**config.mk**
```make
export PLATFORM = sky130hd
export DESIGN_NAME = nec_ir_tx
export DESIGN_NICKNAME = d
export VERILOG_FILES = /design/src/rtl/nec_ir_tx.sv
export SDC_FILE = /design/constraint.sdc
export NUM_CORES = 1
export LEC_CHECK = 0
export ABC_AREA = 1
export BUFFER_PORTS_ARGS = -buffer_cell sky130_fd_sc_hd__buf_2
export CAP_MARGIN = 15
export CORE_ASPECT_RATIO = 0.75
export CORE_MARGIN = 2
export CORE_UTILIZATION = 60
export CTS_BUF_LIST = sky130_fd_sc_hd__clkbuf_8 sky130_fd_sc_hd__clkbuf_16
export DETAILED_ROUTE_END_ITERATION = 7
export PLACE_DENSITY = 0.79
export SETUP_SLACK_MARGIN = 0.4
export SYNTH_ARGS = -nofsm -noshare
export SYNTH_HDL_FRONTEND = slang
export SYNTH_SLANG_ARGS = --single-unit
```
**constraint.sdc**
```tcl
create_clock -name clk -period 1.9 [get_ports clk]
set_input_delay 0.57 -clock clk [delete_from_list [all_inputs] [get_ports clk]]
set_output_delay 0.57 -clock clk [all_outputs]
set_load 0.01 [all_outputs]
```
**src/rtl/nec_ir_tx.sv**
```systemverilog
// NEC infrared transmitter: sends a 32-bit address/command frame or a repeat code on env_o/ir_o.
// Define NEC_TX_CARRIER_EN to gate ir_o with a 38 kHz carrier; otherwise ir_o mirrors env_o.
module nec_ir_tx #(
  parameter int unsigned TICK_CYCLES  = 28125,
  parameter int unsigned CARRIER_HALF = 658,
  parameter int unsigned GAP_UNITS    = 64
) (
  input  logic       clk,
  input  logic       reset_n,
  input  logic       start_i,
  input  logic       repeat_i,
  input  logic [7:0] addr_i,
  input  logic [7:0] cmd_i,
  output logic       busy_o,
  output logic       done_o,
  output logic       env_o,
  output logic       ir_o
);

  localparam int unsigned CW = $clog2(TICK_CYCLES);
  // Five bits cover every protocol duration; widen only when the gap needs more.
  localparam int unsigned UW = ($clog2(GAP_UNITS) > 5) ? $clog2(GAP_UNITS) : 5;
  localparam logic [CW-1:0] TICK_LAST = CW'(TICK_CYCLES - 1);

  typedef enum logic [2:0] {
    S_IDLE, S_LEAD_MARK, S_LEAD_SPACE, S_BIT_MARK, S_BIT_SPACE, S_STOP_MARK, S_GAP
  } state_t;

  state_t        state_q, state_d;
  logic [CW-1:0] cyc_q, cyc_d;
  logic [UW-1:0] unit_q, unit_d, unit_last;
  logic [5:0]    bit_q, bit_d;
  logic [31:0]   sr_q, sr_d;
  logic          rep_q, rep_d;
  logic          busy_q, busy_d, done_q, done_d, env_q, env_d, ir_q, ir_d;
  logic          unit_tick, state_end;

`ifdef NEC_TX_CARRIER_EN
  localparam int unsigned CCW = (CARRIER_HALF > 1) ? $clog2(CARRIER_HALF) : 1;
  localparam logic [CCW-1:0] CAR_LAST = CCW'(CARRIER_HALF - 1);
  logic [CCW-1:0] ccnt_q, ccnt_d;
  logic           car_q, car_d;
`endif

  always_comb begin
    // NOTE: every signal assigned here gets a default first, so no path can infer a latch.
    unit_last = '0;
    case (state_q)
      S_LEAD_MARK:  unit_last = UW'(15);
      S_LEAD_SPACE: unit_last = rep_q ? UW'(3) : UW'(7);
      S_BIT_SPACE:  unit_last = sr_q[0] ? UW'(2) : UW'(0);
      S_GAP:        unit_last = UW'(GAP_UNITS - 1);
      default:      unit_last = '0;
    endcase
    unit_tick = (cyc_q == TICK_LAST);
    state_end = unit_tick && (unit_q == unit_last);

    state_d = state_q;
    cyc_d   = cyc_q;
    unit_d  = unit_q;
    bit_d   = bit_q;
    sr_d    = sr_q;
    rep_d   = rep_q;
    done_d  = 1'b0;

    if (state_q == S_IDLE) begin
      cyc_d  = '0;
      unit_d = '0;
      if (start_i) begin
        state_d = S_LEAD_MARK;
        sr_d    = {~cmd_i, cmd_i, ~addr_i, addr_i};
        rep_d   = repeat_i;
        bit_d   = '0;
      end
    end else if (state_end) begin
      cyc_d  = '0;
      unit_d = '0;
      case (state_q)
        S_LEAD_MARK:  state_d = S_LEAD_SPACE;
        S_LEAD_SPACE: state_d = rep_q ? S_STOP_MARK : S_BIT_MARK;
        S_BIT_MARK:   state_d = S_BIT_SPACE;
        S_BIT_SPACE: begin
          sr_d    = {1'b0, sr_q[31:1]};
          bit_d   = bit_q + 6'd1;
          state_d = (bit_q == 6'd31) ? S_STOP_MARK : S_BIT_MARK;
        end
        S_STOP_MARK:  state_d = S_GAP;
        S_GAP: begin
          state_d = S_IDLE;
          done_d  = 1'b1;
        end
        default:      state_d = S_IDLE;
      endcase
    end else if (unit_tick) begin
      cyc_d  = '0;
      unit_d = unit_q + UW'(1);
    end else begin
      cyc_d = cyc_q + CW'(1);
    end

    busy_d = (state_d != S_IDLE);
    env_d  = (state_d == S_LEAD_MARK) || (state_d == S_BIT_MARK) || (state_d == S_STOP_MARK);

`ifdef NEC_TX_CARRIER_EN
    // Each mark restarts the carrier so it always opens with a high half-period.
    ccnt_d = '0;
    car_d  = 1'b0;
    if (env_d && !env_q) begin
      car_d = 1'b1;
    end else if (env_d) begin
      if (ccnt_q == CAR_LAST) begin
        car_d = ~car_q;
      end else begin
        ccnt_d = ccnt_q + CCW'(1);
        car_d  = car_q;
      end
    end
    ir_d = env_d & car_d;
`else
    ir_d = env_d;
`endif
  end

  always_ff @(posedge clk) begin
    // NOTE: state updates use non-blocking assignments so all flops sample the same pre-edge values.
    if (!reset_n) begin
      state_q <= S_IDLE;
      cyc_q   <= '0;
      unit_q  <= '0;
      bit_q   <= '0;
      sr_q    <= '0;
      rep_q   <= 1'b0;
      busy_q  <= 1'b0;
      done_q  <= 1'b0;
      env_q   <= 1'b0;
      ir_q    <= 1'b0;
`ifdef NEC_TX_CARRIER_EN
      ccnt_q  <= '0;
      car_q   <= 1'b0;
`endif
    end else begin
      state_q <= state_d;
      cyc_q   <= cyc_d;
      unit_q  <= unit_d;
      bit_q   <= bit_d;
      sr_q    <= sr_d;
      rep_q   <= rep_d;
      busy_q  <= busy_d;
      done_q  <= done_d;
      env_q   <= env_d;
      ir_q    <= ir_d;
`ifdef NEC_TX_CARRIER_EN
      ccnt_q  <= ccnt_d;
      car_q   <= car_d;
`endif
    end
  end

  assign busy_o = busy_q;
  assign done_o = done_q;
  assign env_o  = env_q;
  assign ir_o   = ir_q;

endmodule

```
==> metrics.md, run 1 <==
| Metric | Value |
|---|---|
| Filler cells | `223` |
| Worst hold endpoint | `rep_q$_SDFFE_PN0P_` |
| Clock root buffer | `clkbuf_8` |
| Final std cells w/o fill | `672` |
| Longest Clk Path Bufs | `2` |
| Vias in the first global route | `3496` |
| Pins Over Slew Limit | `0` |
| CTS tree | `done` |
| HP Class | `in2reg` |
| Final-stage net count | `a little over 600` |
| Largest net degree at the start of global routing | `35` |
| Relative slew slack | `66.62%` |
| DRT Pass-1 Iters | `6` |
| Max Cap Viol | `0` |
| Slowest CP cell | `dfxtp_1` |
| Tot GR Track Use | `31.49%` |
| Layout cells sized above 1 | `38.02%` |
| Drt total wl | `12410 um` |
| Adder-Cell Fraction of Synth Area | `under 10%` |
| Row cnt | `23` |
| Count of final setup violators | `37` |
| Vert. Die Dim | `69.67 um` |
| Post-synthesis simple-gate area fraction | `38.38%` |
| Die ar. | `6378 um^2` |
| Clock sinks | `66` |
| Reg2Reg Setup Slack | `-0.13 ns` |
| Final-report hold violation count | `0` |
| Post-route ant nets | `0` |
| CP startpoint kind | `flip-flop` |
| Worst vdd ir | `approximately 0.63 mV` |
| Warnings from Yosys | `0` |
| DRC | `0` |
| I/O Buffers | `23` |
| Worst-Skew Late Latency | `0.36 ns` |
| Antenna cells | `0` |
| Crit path top cell by count | `nand3_2` |
| Tmin final | `2.033 ns` |
| Most frequent cells in the layout | `124 x nand2_1, 56 x dfxtp_1, 40 x nor2_1` |
| DR vias/cell | `6.265` |
| Post-route cell area | `4957 um^2` |
| Seq/Total Area, Yosys | `a little under two fifths` |
| Mux cell area share after synthesis | `0%` |
| I/O Pins | `24` |
| Total power | `3643 uW` |
| Synth top area share | `38.30%` |
| Delay-heaviest family, CP | `simple AND/OR/NAND/NOR gates` |
| Chip Width | `between 90 and 100 um` |
| CP endpoint kind | `flip-flop` |
| Most common cell after layout, fill and taps aside | `nand2_1` |
| Antenna violations before repair | `0` |
| Area contributors post-synth | `dfxtp_1 38%, nand2_1 16%, nand3_1 9.4%, a21oi_1 6.7%, nor2_1 6.3%` |
| Final Wtd Congestion | `roughly 0.93` |
| Crit path buf inv count | `3` |
| Core ar. | `5439 um^2` |
| DP HPWL | `~5600 um` |
| Leak | `slightly above 0.002 uW` |
| Status | `complete, but fails checks` |
| Arrival @ worst endpoint | `2.28 ns` |
| Hold Buf Count CTS | `0` |
| R2R Path Start | `cyc_q[13]$_SDFF_PP0_` |
| Final worst-path cycle share | `107.0%` |
| # H-tree levels | `3` |
| Placed Cells | `622` |
| Largest family of logic cells by synthesized area | `simple AND/OR/NAND/NOR gates` |
| Skew final | `0.01195 ns` |
| Setup CP Type | `reg2reg` |
| Starting Density | `63.42%` |
| #FFs+latches synth | `66` |
| Critical path data required time | `2.15 ns` |
| Post-synth top area cell | `dfxtp_1` |
| Power density over the cells | `734.9 nW/um^2` |
| Cell depth of the worst setup path | `13` |
| Routed WL per cell | `~18 um` |
| Synth Area in Compound Gates | `between 10% and 20%` |
| Hold path cells | `3` |
| Actual slew at the worst max-slew pin | `0.5002 ns` |
| 1st-iter DRT viols | `501` |
| Avg Synthesized Cell Area | `6.521 um^2` |
| Vias | `~4200` |
| CP max FO | `6` |
| Area after DPL | `3849 um^2` |
| RSZ-0062 raised after global routing | `true` |
| R2r endpoint | `bit_q[4]$_SDFFE_PN0P_` |
| XOR/XNOR Fraction of Synth Area | `1.777%` |
| Hold wc startpoint | `repeat_i` |
| CP Cell Sequence | `inv_1 -> nor2_1 -> nand3_2 -> nor2_4 -> nand3_2 -> nor2_4 -> nand3_4 -> nand2_8 -> buf_6 -> clkbuf_16 -> nand3_2 -> nand2_1 -> nor2_1` |
| Failing checks | `setup timing` |
| Mapped cell area | `roughly 3400 um^2` |
| Synthesized instance count | `529` |
| Setup slack after placement | `-0.01491 ns` |
| Grt total ovfl | `0` |
| Synth-to-layout area growth | `43.71%` |
| Critical path's largest stage delay | `0.37 ns` |
| Syn Nets | `between 500 and 600` |
| R2R depth | `13` |
| Final setup margin | `-0.1329 ns` |
| CTS buffer count | `9` |
| First-pass GRT wire length | `16190 um` |
| Max Fclk | `0.4919 GHz` |
| CTS clk-pin slew, worst paths | `0.08 ns` |
| Post-synth cell types | `31` |
-- kinds of logic (layout without fill, tap and decap cells) --
family / Yosys count / in the layout
AOI/OAI and AO/OA: 74 / 74
xor gates and xnor gates: 7 / 7
adders and majority gates: 4 / 4
buffers and inverters: 73 / 140
DFF: 66 / 66
and+or+nand+nor: 305 / 306
-- Yosys cell counts --
cell and count:
a31o_2 1, buf_6 3, nand3_1 65, buf_4 4, o31ai_1 1, a21oi_1 46, ha_1 4, dfxtp_1 66
nand3_4 1, xnor2_1 2, nand4_2 1, nand2_1 147, o21ai_1 1, a31oi_1 1, nor4_1 1, nor2_1 58
nand2_4 1, xor2_1 5, buf_2 3, inv_2 7, nand3b_1 1, nand2_2 3, o21ai_0 24, nor3_1 13
inv_1 42, clkbuf_1 11, nand4_1 8, buf_1 3, or2_2 1, nor3b_1 2, nor2_2 3
-- what timing repair did --
item	CTS	global route
hold endpoints to repair	0	0
setup buffers	19	9
gates cloned	3	3
setup endpoints to repair	65	66
gates resized for setup	63	78
pin swaps	28	24
-- per-layer routing --
layer	vias up	track usage [%]	wire length, um
met5	-	0	0
met4	0	12.12	631
met2	353	49.26	5768
met3	87	6.957	1296
met1	1915	42.52	4710
li1	1855	-	-
-- state kept, by name, summed over array words and instances (netlist names) --
signal and flops:
busy_o 1, unit_q 6, sr_q 32, ir_o 1
state_q 3, cyc_q 15, rep_q 1, bit_q 6
done_o 1
-- worst max path at each step --
stage / from / end / slack [ns]
after floorplan: cyc_q[1]$_SDFF_PP0_ / bit_q[2]$_SDFFE_PN0P_ / 0.20
after global placement: state_q[2]$_SDFF_PN0_ / bit_q[5]$_SDFFE_PN0P_ / 0.04
after detailed placement: state_q[2]$_SDFF_PN0_ / sr_q[20]$_SDFFE_PN0P_ / -0.01
after CTS: cyc_q[0]$_SDFF_PP0_ / sr_q[1]$_SDFFE_PN0P_ / 0.08
after global routing: cyc_q[13]$_SDFF_PP0_ / bit_q[1]$_SDFFE_PN0P_ / -0.20
final: cyc_q[13]$_SDFF_PP0_ / bit_q[4]$_SDFFE_PN0P_ / -0.13
-- metrics by stage --
step / TNS (ns) / util, % / hold slack [ns]
floorplan: 0 / - / 0.4178
global placement: 0 / 70.76 / 0.4290
detailed placement: -0.06466 / 70.76 / 0.4363
CTS: 0 / 83.37 / 0.4448
global route: -4.944 / 91.14 / 0.4730
finish: -2.190 / 91.14 / 0.4449
-- tightest hold or removal path, delay by kind of cell --
family	cells	cell delay, ns
compound gates	1	0.04
buf+inv	2	0.13
-- layout make-up --
type / count / area (um^2) / share of cell area [%]
Sequential cell: 66 / 1341 / 27.06
Clock buffer: 9 / 123.9 / 2.499
Clock inverter: 7 / 93.84 / 1.893
Tap cell: 75 / 93.84 / 1.893
Multi-Input combinational cell: 391 / 2360 / 47.60
Inverter: 49 / 198.9 / 4.013
Timing Repair Buffer: 75 / 745.7 / 15.04
-- report_power, final --
group	switching, uW	internal, uW	leakage (uW)	total (uW)
registers	58.7	1460	0.000545	1520
clock network	597	739	0.000111	1340
logic	467	321	0.00142	788
total	1120	2520	0.00208	3640
Note: power is estimated with default switching activity, not from simulation.
==> run 2: changes to the inputs <==
Settings changed: CORE_MARGIN 2 to 3, MAX_ROUTING_LAYER set to met4.
==> run 2 against run 1 <==
- the flow still finishes with violations (setup timing)
- first-iteration DRC count down 12%
- die area up 5.1%
- clock power fell by 6%
- via count is 6.4% lower
- non-clock buffer count decreased by 10
- largest power group unchanged
- count of clock-buffer cells in the layout grew 2
- critical endpoint is now busy_o$_SDFF_PN0_
==> metrics.md, run 2 (synthesis gave the netlist of run 1 again) <==
| Metric | Value |
|---|---|
| DP HPWL | `5576 um (about the same)` |
| Grt total ovfl | `0 (unchanged)` |
| Most common cell after layout, fill and taps aside | `nand2_1` |
| Die ar. | `6705 um^2 (+5.1%)` |
| CP startpoint kind | `flip-flop` |
| HP Class | `in2reg` |
| Core ar. | `5439 um^2 (unchanged)` |
| Max Cap Viol | `0 (unchanged)` |
| Final setup margin | `-0.09013 ns (+0.04273 ns)` |
| Skew final | `0.01093 ns (-0.001012 ns)` |
| DRT Pass-1 Iters | `5 (-1)` |
| First-pass GRT wire length | `16520 um (+2.0%)` |
| Row cnt | `23 (unchanged)` |
| I/O Buffers | `23 (unchanged)` |
| Delay-heaviest family, CP | `simple AND/OR/NAND/NOR gates` |
| Leak | `0.001959 uW (-5.7%)` |
| Drt total wl | `11120 um (-10%)` |
| Longest Clk Path Bufs | `2 (unchanged)` |
| CTS tree | `done` |
| Arrival @ worst endpoint | `2.22 ns (-0.06 ns)` |
| Biggest registers after layout | `sr_q x32, cyc_q x15` |
| DRC | `0 (unchanged)` |
| Max Fclk | `0.5025 GHz (+2.1%)` |
| CP max FO | `5 (-1)` |
| Worst-Skew Late Latency | `0.35 ns (about the same)` |
| Most frequent cells in the layout | `126 x nand2_1, 58 x dfxtp_1, 52 x nor2_1` |
| Tmin final | `1.990 ns (-0.04273 ns)` |
| Slowest CP cell | `dfxtp_1` |
| CTS buffer count | `9 (unchanged)` |
| CP endpoint kind | `flip-flop` |
| Starting Density | `63.42% (unchanged)` |
| Max FFs per register | `32 (unchanged)` |
| Actual slew at the worst max-slew pin | `0.4284 ns (-0.07177 ns)` |
| Post-route ant nets | `0 (unchanged)` |
| Vert. Die Dim | `71.67 um (+2.9%)` |
| Fin util | `85.94% (-5.2 points)` |
| Synth-to-layout area growth | `35.51%` |
| Setup CP Type | `reg2reg` |
| Routed WL per cell | `16.72 um (-9.5%)` |
| Power density over the cells | `742.1 nW/um^2 (+0.99%)` |
| Total power | `3469 uW (-4.8%)` |
| Hold path cells | `3 (unchanged)` |
| RSZ-0062 raised after global routing | `true` |
| Final-report hold violation count | `0 (unchanged)` |
| Filler cells | `286 (+28%)` |
| Crit path buf inv count | `1 (-2)` |
| Critical path data required time | `2.13 ns (-0.02 ns)` |
| R2R depth | `8 (-5)` |
| Layout cells sized above 1 | `33.05% (-5.0 points)` |
| Setup slack after placement | `0.006804 ns (+0.02171 ns)` |
| Final worst-path cycle share | `104.7% (-2.2 points)` |
| Post-route cell area | `4674 um^2 (-5.7%)` |
| Count of final setup violators | `19 (-49%)` |
| Area after DPL | `3831 um^2 (-0.46%)` |
| Relative slew slack | `71.44% (+4.8 points)` |
| Antenna violations before repair | `0 (unchanged)` |
| Final-stage net count | `609 (-1.1%)` |
| Critical path's largest stage delay | `0.44 ns (+0.07 ns)` |
| FF/Latch Area | `1339 um^2 (-0.19%)` |
| Clock sinks | `66 (unchanged)` |
| Vias in the first global route | `3581 (+2.4%)` |
| CP Cell Sequence | `ha_1 -> nand4_1 -> o21ai_0 -> nand3_1 -> inv_1 -> nand2_1 -> nand3_2 -> nand3_1` |
| DR vias/cell | `5.928 (-5.4%)` |
| Biggest register | `sr_q` |
| Crit path top cell by count | `nand3_1` |
| Largest net degree at the start of global routing | `25 (-29%)` |
| # H-tree levels | `3 (unchanged)` |
| Footprint of the multi-input gates | `2295 um^2 (-2.8%)` |
| Cell depth of the worst setup path | `8 (-5)` |
| Final Wtd Congestion | `0.9361 (+0.58%)` |
| Tot GR Track Use | `32.06% (+0.57 points)` |
| Pins Over Slew Limit | `0 (unchanged)` |
| Status | `complete, but fails checks` |
| Failing checks | `setup timing` |
| CTS clk-pin slew, worst paths | `0.07 ns (about the same)` |
| Clock root buffer | `clkbuf_8` |
| Worst vdd ir | `0.6152 mV (-2.6%)` |
| 1st-iter DRT viols | `440 (-12%)` |
| I/O Pins | `24 (unchanged)` |
| Vias | `3942 (-6.4%)` |
| Antenna cells | `0 (unchanged)` |
| Chip Width | `93.56 um (+2.2%)` |
-- run 2: cell count changes in the layout (fill, tap and decap cells not counted), sizes merged --
cell    delta
clkinv     -1
buf        -8
nand2      +2
nand4      +1
bufinv     -1
-- run 2: area by class of cell --
| type | instances | area share (%) |
|---|---|---|
| Multi-Input combinational cell | 394 | 49.09 |
| Sequential cell | 66 | 28.64 |
| Timing Repair Buffer | 65 | 11.43 |
| Inverter | 49 | 4.309 |
| Clock buffer | 11 | 3.239 |
| Tap cell | 75 | 2.007 |
| Clock inverter | 5 | 1.285 |
-- run 2: path summary, 6_finish.rpt --
kind	startpoint	end	slack, ns
worst max-delay path	bit_q[0]$_SDFFE_PN0P_	busy_o$_SDFF_PN0_	-0.09
worst min-delay path	repeat_i	rep_q$_SDFFE_PN0P_	0.45
worst max register to register	bit_q[0]$_SDFFE_PN0P_	busy_o$_SDFF_PN0_	-0.09
worst min register to register	sr_q[16]$_SDFFE_PN0P_	sr_q[16]$_SDFFE_PN0P_	0.47
-- run 2: worst min-delay path: stages --
cell and delay (ns):
buf_2 0.09, inv_1 0.04, a21oi_1 0.05
-- run 2: metrics by stage --
| stage | TNS [ns] | std cells | hold WS, ns |
|---|---|---|---|
| 2_1_floorplan | 0 | 529 | 0.4178 |
| 3_3_place_gp | 0 | 623 | 0.4341 |
| 3_5_place_dp | 0 | 623 | 0.4528 |
| 4_1_cts | 0 | 658 | 0.4368 |
| 5_1_grt | -3.148 | 665 | 0.4492 |
| 6_report | -0.5270 | 665 | 0.4489 |
-- run 2: where the power goes --
group / internal [uW] / switching (uW) / total, uW
sequential: 1460 / 53.0 / 1510
clock: 684 / 576 / 1260
combinational: 269 / 425 / 694
-- run 2: per-layer routing --
layer | up-vias | global-route usage [%] | wire [um]
met2 | 268 | 50.48 | 5163
met3 | 57 | 8.080 | 1159
met5 | - | - | 0
li1 | 1837 | - | -
met4 | 0 | 11.38 | 376
met1 | 1780 | 40.28 | 4415
-- run 2: what timing repair did --
item | 4_1_cts | 5_1_grt
gates resized for setup | 60 | 42
pin swaps | 18 | 15
gates cloned | 3 | 2
setup endpoints to repair | 65 | 66
setup buffers | 16 | 5
hold buffers | 0 | 0
